<file path="src/rtl/loop_fetch_select_if.sv">
// Bundle between the loop fetch-select stage and its neighbours: the
// instruction-memory stream, the loop FSM / micro-op cache, decode and fetch.
// slave  : the fetch-select stage itself.
// master : the surrounding logic that drives fetch, loop and decode inputs.
interface loop_fetch_select_if;
   localparam int unsigned XLEN = 32;

   // instruction-memory stream
   logic            imem_valid;
   logic [XLEN-1:0] imem_instr;
   logic [XLEN-1:0] imem_pc;
   // loop FSM / micro-op cache
   logic            loop_active;
   logic [XLEN-1:0] loop_instr;
   logic [XLEN-1:0] loop_start_pc;
   logic [XLEN-1:0] loop_end_pc;
   logic            flush;
   logic [XLEN-1:0] resume_pc;
   // decode handshake
   logic            dec_ready;
   logic            dec_valid;
   logic [XLEN-1:0] dec_instr;
   logic [XLEN-1:0] dec_pc;
   logic            dec_from_loop;
   // fetch control
   logic            fetch_stall;
   logic            pc_redirect;
   logic [XLEN-1:0] redirect_pc;
   logic            overflow;

   modport master (
      output imem_valid, imem_instr, imem_pc,
      output loop_active, loop_instr, loop_start_pc, loop_end_pc,
      output flush, resume_pc, dec_ready,
      input  dec_valid, dec_instr, dec_pc, dec_from_loop,
      input  fetch_stall, pc_redirect, redirect_pc, overflow
   );

   modport slave (
      input  imem_valid, imem_instr, imem_pc,
      input  loop_active, loop_instr, loop_start_pc, loop_end_pc,
      input  flush, resume_pc, dec_ready,
      output dec_valid, dec_instr, dec_pc, dec_from_loop,
      output fetch_stall, pc_redirect, redirect_pc, overflow
   );
endinterface

</file>
<file path="src/rtl/loop_fetch_select.sv">
// Fetch-side selection stage: picks the imem stream or the replayed loop
// stream, rebuilds replay PCs, queues entries in a DEPTH-entry FIFO towards
// decode and converts a loop flush into a one-cycle PC redirect.
// Ports:
//   clk    - clock, all logic on posedge
//   reset  - synchronous active-high reset
//   bus    - loop_fetch_select_if.slave (imem, loop FSM, decode, fetch control)
// DEPTH must be a power of two, minimum 2.
module loop_fetch_select #(
   parameter int unsigned DEPTH = 4
) (
   input  logic                clk,
   input  logic                reset,
   loop_fetch_select_if.slave  bus
);
   localparam int unsigned XLEN = 32;
   localparam int unsigned AW   = $clog2(DEPTH);
   localparam int unsigned CW   = AW + 1;

   typedef enum logic [1:0] {FETCH, REPLAY, REDIRECT} state_t;

   typedef struct packed {
      logic [XLEN-1:0] instr;
      logic [XLEN-1:0] pc;
      logic            from_loop;
   } entry_t;

   state_t          state_q, state_d;
   logic [XLEN-1:0] replay_pc_q, replay_pc_d;
   logic [XLEN-1:0] redirect_pc_q, redirect_pc_d;
   logic            pc_redirect_q, pc_redirect_d;
   logic            loop_prev_q, loop_prev_d;
   logic            overflow_q, overflow_d;
   logic [AW-1:0]   wr_ptr_q, wr_ptr_d;
   logic [AW-1:0]   rd_ptr_q, rd_ptr_d;
   logic [CW-1:0]   count_q, count_d;
   entry_t          mem_q [DEPTH];

   logic            push_req;
   entry_t          push_entry;
   logic            wr_en;
   logic            pop;
   logic            full;
   logic            head_valid;
   entry_t          head;

   // Source selection, replay PC reconstruction and flush-to-redirect.
   always_comb begin
      state_d       = state_q;
      replay_pc_d   = replay_pc_q;
      pc_redirect_d = 1'b0;
      redirect_pc_d = redirect_pc_q;
      loop_prev_d   = bus.loop_active;
      push_req      = 1'b0;
      push_entry    = '0;

      if (bus.flush) begin
         // flush outranks any loop entry or push this cycle
         state_d       = REDIRECT;
         pc_redirect_d = 1'b1;
         redirect_pc_d = bus.resume_pc;
      end else begin
         case (state_q)
            FETCH: begin
               if (bus.imem_valid) begin
                  push_req   = 1'b1;
                  push_entry = '{instr: bus.imem_instr, pc: bus.imem_pc, from_loop: 1'b0};
               end
               if (bus.loop_active) begin
                  state_d     = REPLAY;
                  replay_pc_d = bus.loop_start_pc;
               end
            end
            REPLAY: begin
               // BRAM read data lags loop_active by one cycle
               if (bus.loop_active && loop_prev_q) begin
                  push_req    = 1'b1;
                  push_entry  = '{instr: bus.loop_instr, pc: replay_pc_q, from_loop: 1'b1};
                  replay_pc_d = (replay_pc_q == bus.loop_end_pc) ? bus.loop_start_pc
                                                                 : replay_pc_q + XLEN'(4);
               end
               if (!bus.loop_active) state_d = FETCH;
            end
            REDIRECT: state_d = FETCH;  // wrong-path imem data dropped here
            default:  state_d = FETCH;
         endcase
      end
   end

   // FIFO pointer/count update; a full FIFO still accepts a push when it pops.
   always_comb begin
      full       = (count_q == CW'(DEPTH));
      pop        = head_valid & bus.dec_ready;
      wr_en      = 1'b0;
      wr_ptr_d   = wr_ptr_q;
      rd_ptr_d   = rd_ptr_q;
      count_d    = count_q;
      overflow_d = overflow_q;

      if (bus.flush) begin
         wr_ptr_d = '0;
         rd_ptr_d = '0;
         count_d  = '0;
      end else begin
         wr_en = push_req & (~full | pop);
         if (push_req & full & ~pop) overflow_d = 1'b1;
         if (wr_en) wr_ptr_d = wr_ptr_q + AW'(1);
         if (pop)   rd_ptr_d = rd_ptr_q + AW'(1);
         count_d = count_q + CW'(wr_en) - CW'(pop);
      end
   end

   // Control state registers.
   always_ff @(posedge clk) begin
      if (reset) begin
         state_q       <= FETCH;
         replay_pc_q   <= '0;
         redirect_pc_q <= '0;
         pc_redirect_q <= 1'b0;
         loop_prev_q   <= 1'b0;
         overflow_q    <= 1'b0;
         wr_ptr_q      <= '0;
         rd_ptr_q      <= '0;
         count_q       <= '0;
      end else begin
         state_q       <= state_d;
         replay_pc_q   <= replay_pc_d;
         redirect_pc_q <= redirect_pc_d;
         pc_redirect_q <= pc_redirect_d;
         loop_prev_q   <= loop_prev_d;
         overflow_q    <= overflow_d;
         wr_ptr_q      <= wr_ptr_d;
         rd_ptr_q      <= rd_ptr_d;
         count_q       <= count_d;
      end
   end

   // FIFO storage; contents only matter while count covers them.
   always_ff @(posedge clk) begin
      if (wr_en) mem_q[wr_ptr_q] <= push_entry;
   end

   // Head entry is masked to zero while empty so outputs read 0 after reset.
   assign head_valid        = (count_q != '0);
   assign head              = mem_q[rd_ptr_q];
   assign bus.dec_valid     = head_valid;
   assign bus.dec_instr     = head_valid ? head.instr : '0;
   assign bus.dec_pc        = head_valid ? head.pc : '0;
   assign bus.dec_from_loop = head_valid & head.from_loop;
   assign bus.fetch_stall   = (count_q >= CW'(DEPTH - 1)) | (state_q != FETCH);
   assign bus.pc_redirect   = pc_redirect_q;
   assign bus.redirect_pc   = redirect_pc_q;
   assign bus.overflow      = overflow_q;

endmodule

</file>
<file path="src/flat_wrapper.sv">
// flat-port wrapper written by rule: the top's interface ports become plain ports
module loop_fetch_select_flat 
#(
   parameter int unsigned DEPTH = 4
)
  (clk, reset, bus_imem_valid, bus_imem_instr, bus_imem_pc, bus_loop_active, bus_loop_instr, bus_loop_start_pc, bus_loop_end_pc, bus_flush, bus_resume_pc, bus_dec_ready, bus_dec_valid, bus_dec_instr, bus_dec_pc, bus_dec_from_loop, bus_fetch_stall, bus_pc_redirect, bus_redirect_pc, bus_overflow);
  loop_fetch_select_if bus_i ();
  input  logic clk;
  input  logic reset;
  input wire logic [$bits(bus_i.imem_valid)-1:0] bus_imem_valid;
  input wire logic [$bits(bus_i.imem_instr)-1:0] bus_imem_instr;
  input wire logic [$bits(bus_i.imem_pc)-1:0] bus_imem_pc;
  input wire logic [$bits(bus_i.loop_active)-1:0] bus_loop_active;
  input wire logic [$bits(bus_i.loop_instr)-1:0] bus_loop_instr;
  input wire logic [$bits(bus_i.loop_start_pc)-1:0] bus_loop_start_pc;
  input wire logic [$bits(bus_i.loop_end_pc)-1:0] bus_loop_end_pc;
  input wire logic [$bits(bus_i.flush)-1:0] bus_flush;
  input wire logic [$bits(bus_i.resume_pc)-1:0] bus_resume_pc;
  input wire logic [$bits(bus_i.dec_ready)-1:0] bus_dec_ready;
  output wire logic [$bits(bus_i.dec_valid)-1:0] bus_dec_valid;
  output wire logic [$bits(bus_i.dec_instr)-1:0] bus_dec_instr;
  output wire logic [$bits(bus_i.dec_pc)-1:0] bus_dec_pc;
  output wire logic [$bits(bus_i.dec_from_loop)-1:0] bus_dec_from_loop;
  output wire logic [$bits(bus_i.fetch_stall)-1:0] bus_fetch_stall;
  output wire logic [$bits(bus_i.pc_redirect)-1:0] bus_pc_redirect;
  output wire logic [$bits(bus_i.redirect_pc)-1:0] bus_redirect_pc;
  output wire logic [$bits(bus_i.overflow)-1:0] bus_overflow;
  assign bus_i.imem_valid = bus_imem_valid;
  assign bus_i.imem_instr = bus_imem_instr;
  assign bus_i.imem_pc = bus_imem_pc;
  assign bus_i.loop_active = bus_loop_active;
  assign bus_i.loop_instr = bus_loop_instr;
  assign bus_i.loop_start_pc = bus_loop_start_pc;
  assign bus_i.loop_end_pc = bus_loop_end_pc;
  assign bus_i.flush = bus_flush;
  assign bus_i.resume_pc = bus_resume_pc;
  assign bus_i.dec_ready = bus_dec_ready;
  assign bus_dec_valid = bus_i.dec_valid;
  assign bus_dec_instr = bus_i.dec_instr;
  assign bus_dec_pc = bus_i.dec_pc;
  assign bus_dec_from_loop = bus_i.dec_from_loop;
  assign bus_fetch_stall = bus_i.fetch_stall;
  assign bus_pc_redirect = bus_i.pc_redirect;
  assign bus_redirect_pc = bus_i.redirect_pc;
  assign bus_overflow = bus_i.overflow;
  loop_fetch_select #(.DEPTH(DEPTH)) u_core (.clk(clk), .reset(reset), .bus(bus_i));
endmodule
</file>
<file path="config.mk">
export PLATFORM = sky130hd
export DESIGN_NAME = loop_fetch_select_flat
export DESIGN_NICKNAME = d
export VERILOG_FILES = /design/src/rtl/loop_fetch_select_if.sv /design/src/rtl/loop_fetch_select.sv /design/src/flat_wrapper.sv
export SDC_FILE = /design/constraint.sdc
export NUM_CORES = 1
export LEC_CHECK = 0
export ABC_AREA = 1
export CAP_MARGIN = 10
export CORE_ASPECT_RATIO = 1.75
export CORE_MARGIN = 10
export CORE_UTILIZATION = 30
export CTS_BUF_LIST = sky130_fd_sc_hd__clkbuf_8 sky130_fd_sc_hd__clkbuf_16
export DETAILED_ROUTE_END_ITERATION = 7
export MAX_ROUTING_LAYER = met4
export PLACE_DENSITY = 0.61
export SYNTH_ARGS = -nofsm -noshare
export SYNTH_HDL_FRONTEND = slang
export SYNTH_SLANG_ARGS = --single-unit
</file>
<file path="constraint.sdc">
create_clock -name clk -period 12.05 [get_ports clk]
set_input_delay 1.205 -clock clk [delete_from_list [all_inputs] [get_ports clk]]
set_output_delay 1.205 -clock clk [all_outputs]
set_load 0.01 [all_outputs]
</file>
==> metrics, run 1 <==
result of the run finished clean; final worst slack 7.405 ns; source-to-sink clock delay at the later pin of the worst-skew pair 0.52 ns; upper clock frequency limit 0.2153 GHz; sequential share of power 0.481; final slew viol count 0; utilization of the core after routing 0.3930; Die Y-Extent 320.2 microns; input/output buffers 298; syn avg cell area 9.646 sq um; unrepaired setup endpoints after global routing false; drt total wl 50.82 mm; post-synth net total 1809; die boundary width 191.6 microns; final cycle utilization of the critical path 0.3855; number of gates given a new drive strength after cts 0; max-cap viol count 0; clock-pin slew on the worst setup and hold paths 0.06 ns; worst setup skew after layout 0.01156 ns; H-tree lvl count 2; Total Neg Setup Slack 0 ns; final hold violations 0; Slowest Stage Delay on Critical Path 0.78 ns; GR Util All Layers 0.1650; ranking of synthesized cells by area sky130_fd_sc_hd__edfxtp_1 (51%), sky130_fd_sc_hd__dfxtp_1 (10%), sky130_fd_sc_hd__nor2_1 (9.7%); hpwl dp 33.37 mm; DR vias/cell 4.909; reg-to-reg setup timing slack 8.65 ns; most used flip-flop cell after synthesis sky130_fd_sc_hd__edfxtp_1; highest net fanout along the worst path 81; Setup-failing EPs final 0; layout-stage area growth over the synthesis result 30.19%; cell with the most instances after synthesis sky130_fd_sc_hd__nor2_1; YS warnings 0; CTS tree yes; Post-Route Hold Slack 0.4611 ns; cell class contributing the biggest share of worst-path delay buffers and inverters; count of nets after finishing 2055; Leakage 0.007168 uW; area of the die 0.06135 sq mm; maximum clock insertion buffer count 3; share of power burned in the clock network 0.394; Post-CTS Hold Fix Bufs 0; critical path cell sequence buf_4 -> nor2_1 -> nor2_1 -> o21ai_0 -> a21oi_1 -> clkdlybuf4s50_1; CP bufs+invs 2; Req. time, crit path 10.85 ns; internal power component 2068 uW; maximum resistive drop on vdd 0.07826 mV; global route overflow 0; initial antenna violation count 1; initial core utilization 0.3018; total design power 2713 uW; pin slew with the least headroom to its limit 1.141 ns; logic depth of the worst register-to-register path 12; start-to-end type of the worst setup path reg -> out; Net Switching 644.8 uW; Setup Slack @ Placement 7.637 ns; maximum number of pins on one net before global-route repair 131; Crit. End Element output pin; CTS Sinks 338; minimum period implied by the final worst setup slack 4.645 ns; via count of the first global-routing pass 12790; data arrival time at the worst-slack endpoint 3.44 ns; TritonRoute pass-1 iters 5; first-iteration detailed-routing DRC count 697; Combinational Power Share 0.125; fill cell instance count of the final layout 5031; cell repeated most along the worst path sky130_fd_sc_hd__nor2_1; global-route wire length before repair 76.02 mm; hold path startpoint u_core.rd_ptr_q[1]; post-synthesis cell type count 36; CTS root buffer sky130_fd_sc_hd__clkbuf_16; fraction of final layout cells sized beyond drive strength 1 0.06727; buffer count from post-CTS setup fixing 0; EDFF count, synth 260; Yosys top cell area share 0.5052; Boundary Pins 299; Mapped Area 0.01545 sq mm; CP startpoint kind register; CP max stage cell sky130_fd_sc_hd__buf_4; worst hold path stage count 2; Switching Share 0.2377; DRC 0; reg-to-reg endpoint u_core.replay_pc_q[19]; startpoint of the worst register-to-register path u_core.replay_pc_q[13]; DRT antenna net count 0; sequential fraction of the synthesis area 0.6063; Via Count 12500; number of standard cells after synthesis 1602; total clock buffers created by CTS 34; GPL Wtd Cong 0.8824; Async SR Flop Fraction 0; worst slew margin relative to its limit 0.2393; placeable core area 0.05120 sq mm; average routed wire per standard cell 19.96 microns; Tightest Hold Check Type reg -> reg; number of storage elements in the synthesis netlist 338; top cell types by occurrence after synthesis sky130_fd_sc_hd__nor2_1 (401), sky130_fd_sc_hd__edfxtp_1 (260), sky130_fd_sc_hd__nand2_1 (186), sky130_fd_sc_hd__o21ai_0 (136), sky130_fd_sc_hd__a21oi_1 (90); pwr/cell area 134.8 mW/mm^2; number of placement rows 110; most area-hungry cell type in the Yosys netlist sky130_fd_sc_hd__edfxtp_1
## state kept, by name, indices dropped and copies added, names as in the netlist, named ones only
name,flops
u_core.bus.pc_redirect,1
u_core.bus.overflow,1
u_core.mem_q,260
u_core.bus.redirect_pc,32
u_core.wr_ptr_q,2
u_core.count_q,3
u_core.replay_pc_q,32
u_core.state_q,2
u_core.loop_prev_q,1
u_core.rd_ptr_q,2
## worst max path at each step
stage	start	endpoint	slack [ns]	cells after the start
after global routing	register	bus_dec_pc[31]	7.09	6
after global placement	bus_loop_end_pc[26]	u_core.replay_pc_q[19]	7.60	12
after floorplan	bus_loop_active	u_core.mem_q[0][0]	7.13	6
final	register	bus_dec_pc[23]	7.40	6
after detailed placement	bus_loop_end_pc[13]	u_core.replay_pc_q[19]	7.64	12
after CTS	register	bus_dec_pc[23]	7.23	6
## area by class of cell
cell class	count	area, sq um	area share
clock inverter	25	239.0	0.01188
antenna	1	2.502	0.0001244
multi-input combinational	1065	5283	0.2626
inverter	94	355.3	0.01766
tap	672	840.8	0.04179
clock buffer	36	889.6	0.04422
timing repair buffer	315	3133	0.1557
sequential	338	9376	0.4660
## per-layer routing
metal,GRT usage,part of all wire,vias to the layer above,wire length [microns]
li1,-,-,5965,-
met1,0.1758,0.37,6054,19010
met2,0.2983,0.54,397,27300
met3,0.02152,0.049,83,2498
met4,0.07089,0.040,0,2014
met5,-,0,-,0
## cells in the final DEF (no fill, tap or decap), types with 35 or more instances in the layout
| cell type | netlist | final |
|---|---|---|
| sky130_fd_sc_hd__nand2_1 | 186 | 186 |
| sky130_fd_sc_hd__clkbuf_16 | 0 | 35 |
| sky130_fd_sc_hd__a21oi_1 | 90 | 90 |
| sky130_fd_sc_hd__clkdlybuf4s50_1 | 0 | 297 |
| sky130_fd_sc_hd__edfxtp_1 | 260 | 260 |
| sky130_fd_sc_hd__inv_1 | 88 | 87 |
| sky130_fd_sc_hd__nand3_1 | 46 | 46 |
| sky130_fd_sc_hd__a22oi_1 | 64 | 64 |
| sky130_fd_sc_hd__o21ai_0 | 136 | 136 |
| sky130_fd_sc_hd__dfxtp_1 | 78 | 76 |
| sky130_fd_sc_hd__nor2_1 | 401 | 395 |
## per-stage QoR
| stage | instance area, sq um | std cells |
|---|---|---|
| after global placement | 18950 | 2482 |
| after floorplan | 15450 | 1602 |
| final | 20120 | 2546 |
| after global routing | 20120 | 2546 |
| after detailed placement | 18960 | 2483 |
| after CTS | 20090 | 2544 |
## worst reg2reg max path, stage by stage, from the launching register on
cell and delay [ns]:
sky130_fd_sc_hd__dfxtp_1 0.42, sky130_fd_sc_hd__inv_1 0.26, sky130_fd_sc_hd__nand2_1 0.08, sky130_fd_sc_hd__nand2_1 0.06, sky130_fd_sc_hd__nand2_1 0.05, sky130_fd_sc_hd__nor2_1 0.34
sky130_fd_sc_hd__nand2_1 0.12, sky130_fd_sc_hd__nor2_2 0.15, sky130_fd_sc_hd__nand2_2 0.43, sky130_fd_sc_hd__nand2_2 0.71, sky130_fd_sc_hd__nand2_2 0.36, sky130_fd_sc_hd__o21ai_0 0.25
sky130_fd_sc_hd__nor2_1 0.07
## power by group through the flow
stage                     clock [uW]  combinational (uW)  sequential [uW]
final                           1070                 338             1300
after global routing            1140                 369             1310
after CTS                       1100                 346             1300
after detailed placement           0                 344             1330
after global placement             0                 339             1330
after floorplan                    0                 152             1320
## cell families after synthesis
logic type               after synthesis  synth area share
AO/OA/AOI/OAI                        351            0.1351
adder cells (fa/ha/maj)                9          0.007773
XOR/XNOR                              30           0.01700
AND/OR/NAND/NOR                      675            0.1797
buffers and inverters                199           0.05417
flip-flops                           338            0.6063
(Power assumes the default switching activity.)
==> run 2: changes to the inputs <==
==> constraint.sdc (replaced) <==
create_clock -name clk -period 4.7 [get_ports clk]
set_input_delay 0.47 -clock clk [delete_from_list [all_inputs] [get_ports clk]]
set_output_delay 0.47 -clock clk [all_outputs]
set_load 0.01 [all_outputs]
==> run 2 against run 1 <==
Net effect:
- critical path type unchanged
- sequential power rose to 2.6 times the previous value
- largest cell class unchanged
- largest power group unchanged
- via count shrank 0.24%
- final cell count about the same
==> metrics, run 2 (synthesis results as in run 1) <==
count of nets after finishing 2059 (+0.19%); max-cap viol count 0 (unchanged); upper clock frequency limit 0.2839 GHz; reg-to-reg setup timing slack 1.89 ns (-6.76 ns); start-to-end type of the worst setup path reg -> out; Crit. path cell count 6 (unchanged); initial antenna violation count 2 (+1); number of gates given a new drive strength after cts 0 (unchanged); H-tree lvl count 2 (unchanged); final worst slack 1.178 ns (-6.227 ns); initial core utilization 0.3018 (unchanged); DRC 0 (unchanged); worst slew margin relative to its limit 0.3824 (+0.1430); buffer count from post-CTS setup fixing 0 (unchanged); drt total wl 50.48 mm (-0.68%); data arrival time at the worst-slack endpoint 3.05 ns (-0.39 ns); Total Neg Setup Slack 0 ns (unchanged); placeable core area 0.05120 sq mm (unchanged); pin slew with the least headroom to its limit 0.9264 ns (-0.2146 ns); cell class contributing the biggest share of worst-path delay buffers and inverters; CP max stage cell sky130_fd_sc_hd__dfxtp_4; most common cell after layout, fill and taps aside sky130_fd_sc_hd__nor2_1; DR vias/cell 4.894 (-0.32%); global route overflow 0 (unchanged); commonest non-fill, non-tap cells in the layout sky130_fd_sc_hd__nor2_1 (395), sky130_fd_sc_hd__clkdlybuf4s50_1 (297), sky130_fd_sc_hd__edfxtp_1 (260); maximum clock insertion buffer count 3 (unchanged); Crit. End Element output pin; Setup-failing EPs final 0 (unchanged); total clock buffers created by CTS 34 (unchanged); utilization of the core after routing 0.3937 (+0.0007330); register containing the most flip-flops in the final layout u_core.mem_q; CP startpoint kind register; logic depth of the worst register-to-register path 8 (-4); final hold violations 0 (unchanged); Setup Slack @ Placement 1.579 ns (-6.059 ns); CP bufs+invs 3 (+1); clock-pin slew on the worst setup and hold paths 0.06 ns (about the same); Via Count 12470 (-0.24%); number of placement rows 110 (unchanged); unrepaired setup endpoints after global routing false; Post-CTS Hold Fix Bufs 0 (unchanged); result of the run finished clean; pwr/cell area 339.0 mW/mm^2 (+150%); average routed wire per standard cell 19.81 microns (-0.76%); layout-stage area growth over the synthesis result 30.43%; Tightest Hold Check Type in -> reg; Die Y-Extent 320.2 microns (unchanged); reg-to-reg endpoint u_core.mem_q[1][9]; die boundary width 191.6 microns (unchanged); minimum period implied by the final worst setup slack 3.522 ns; input/output buffers 298 (unchanged); CTS tree yes; Post-Route Hold Slack 0.2308 ns (-0.2302 ns); via count of the first global-routing pass 12780 (-0.063%); first-iteration detailed-routing DRC count 824 (+18%); fill cell instance count of the final layout 5063 (+0.64%); source-to-sink clock delay at the later pin of the worst-skew pair 0.52 ns (about the same); startpoint of the worst register-to-register path u_core.state_q[1]; global-route wire length before repair 75.78 mm (-0.32%); DRT antenna net count 0 (unchanged); Slowest Stage Delay on Critical Path 0.65 ns (-0.13 ns); GPL Wtd Cong 0.8902 (+0.88%); Leakage 0.007183 uW (+0.20%); worst setup path end bus_dec_pc[9]; fraction of final layout cells sized beyond drive strength 1 0.06564 (-0.001637); CTS Sinks 338 (unchanged); highest net fanout along the worst path 39 (-52%); final cycle utilization of the critical path 0.7494; maximum number of pins on one net before global-route repair 108 (-18%); maximum resistive drop on vdd 0.2236 mV (+190%); number of flip-flops in the largest register 260 (unchanged); GR Util All Layers 0.1640 (-0.001052); CTS root buffer sky130_fd_sc_hd__clkbuf_16; area of the die 0.06135 sq mm (unchanged); Boundary Pins 299 (unchanged); critical path cell sequence inv_2 -> buf_12 -> nor2_1 -> o21ai_0 -> a21oi_1 -> clkdlybuf4s50_1; TritonRoute pass-1 iters 5 (unchanged); worst setup skew after layout 0.02132 ns (+0.009763 ns); final slew viol count 0 (unchanged); Req. time, crit path 4.23 ns (-6.62 ns); hpwl dp 34.15 mm (+2.4%)
## run 2: changes by cell type in the layout (fill, tap and decap cells not counted), sizes merged
cell      before  now
bufinv         4    2
inv          100  101
clkinvlp       4    3
clkbuf        36   38
buf           18   22
diode          1    2
clkinv        11    8
## run 2: layout make-up
| cell class | count | area [sq um] | share of cell area |
|---|---|---|---|
| diodes | 2 | 5.005 | 0.0002483 |
| flip-flops and latches | 338 | 9376 | 0.4652 |
| well taps | 672 | 840.8 | 0.04171 |
| multi-input cells | 1065 | 5283 | 0.2621 |
| clock buffers | 38 | 917.1 | 0.04550 |
| clock inverters | 20 | 148.9 | 0.007387 |
| inverters | 94 | 355.3 | 0.01763 |
| repair buffers | 319 | 3231 | 0.1603 |
## run 2: stage by stage
step           std cells  power (uW)  area [sq um]
4_1_cts             2546        6923         20150
3_3_place_gp        2487        4282         19070
2_1_floorplan       1602        3775         15450
6_report            2548        6833         20160
5_1_grt             2548        7113         20160
3_5_place_dp        2488        4294         19090
## run 2: worst min path at each step
stage	start	to	slack, ns	cells past startpoint
2_1_floorplan	u_core.rd_ptr_q[1]	register	0.44	2
3_3_place_gp	u_core.rd_ptr_q[1]	register	0.44	2
3_5_place_dp	u_core.rd_ptr_q[1]	register	0.46	2
4_1_cts	bus_flush	u_core.state_q[1]	0.21	3
5_1_grt	bus_flush	u_core.state_q[1]	0.26	3
6_report	bus_flush	u_core.state_q[1]	0.23	3
## run 2: power by group
part           leakage [uW]  total (uW)  switching [uW]  internal (uW)
clock              0.000538        2620            1110           1510
combinational       0.00345         873             448            426
sequential          0.00320        3340            63.6           3280
total               0.00718        6830            1620           5210
## run 2: worst register-to-register path: cells and delay by family, from the launching register on
family,cells,cell delay [ns]
buffers and inverters,3,1.00
AND/OR/NAND/NOR,4,0.68
flip-flops,1,0.34
AO/OA/AOI/OAI,1,0.24
## run 2: metal layers
| metal | part of all wire | vias to the layer above | global-route usage |
|---|---|---|---|
| li1 | - | 5974 | - |
| met1 | 0.38 | 6046 | 0.1737 |
| met2 | 0.54 | 366 | 0.2975 |
| met3 | 0.047 | 83 | 0.02652 |
| met4 | 0.033 | 0 | 0.06218 |
| met5 | 0 | - | - |
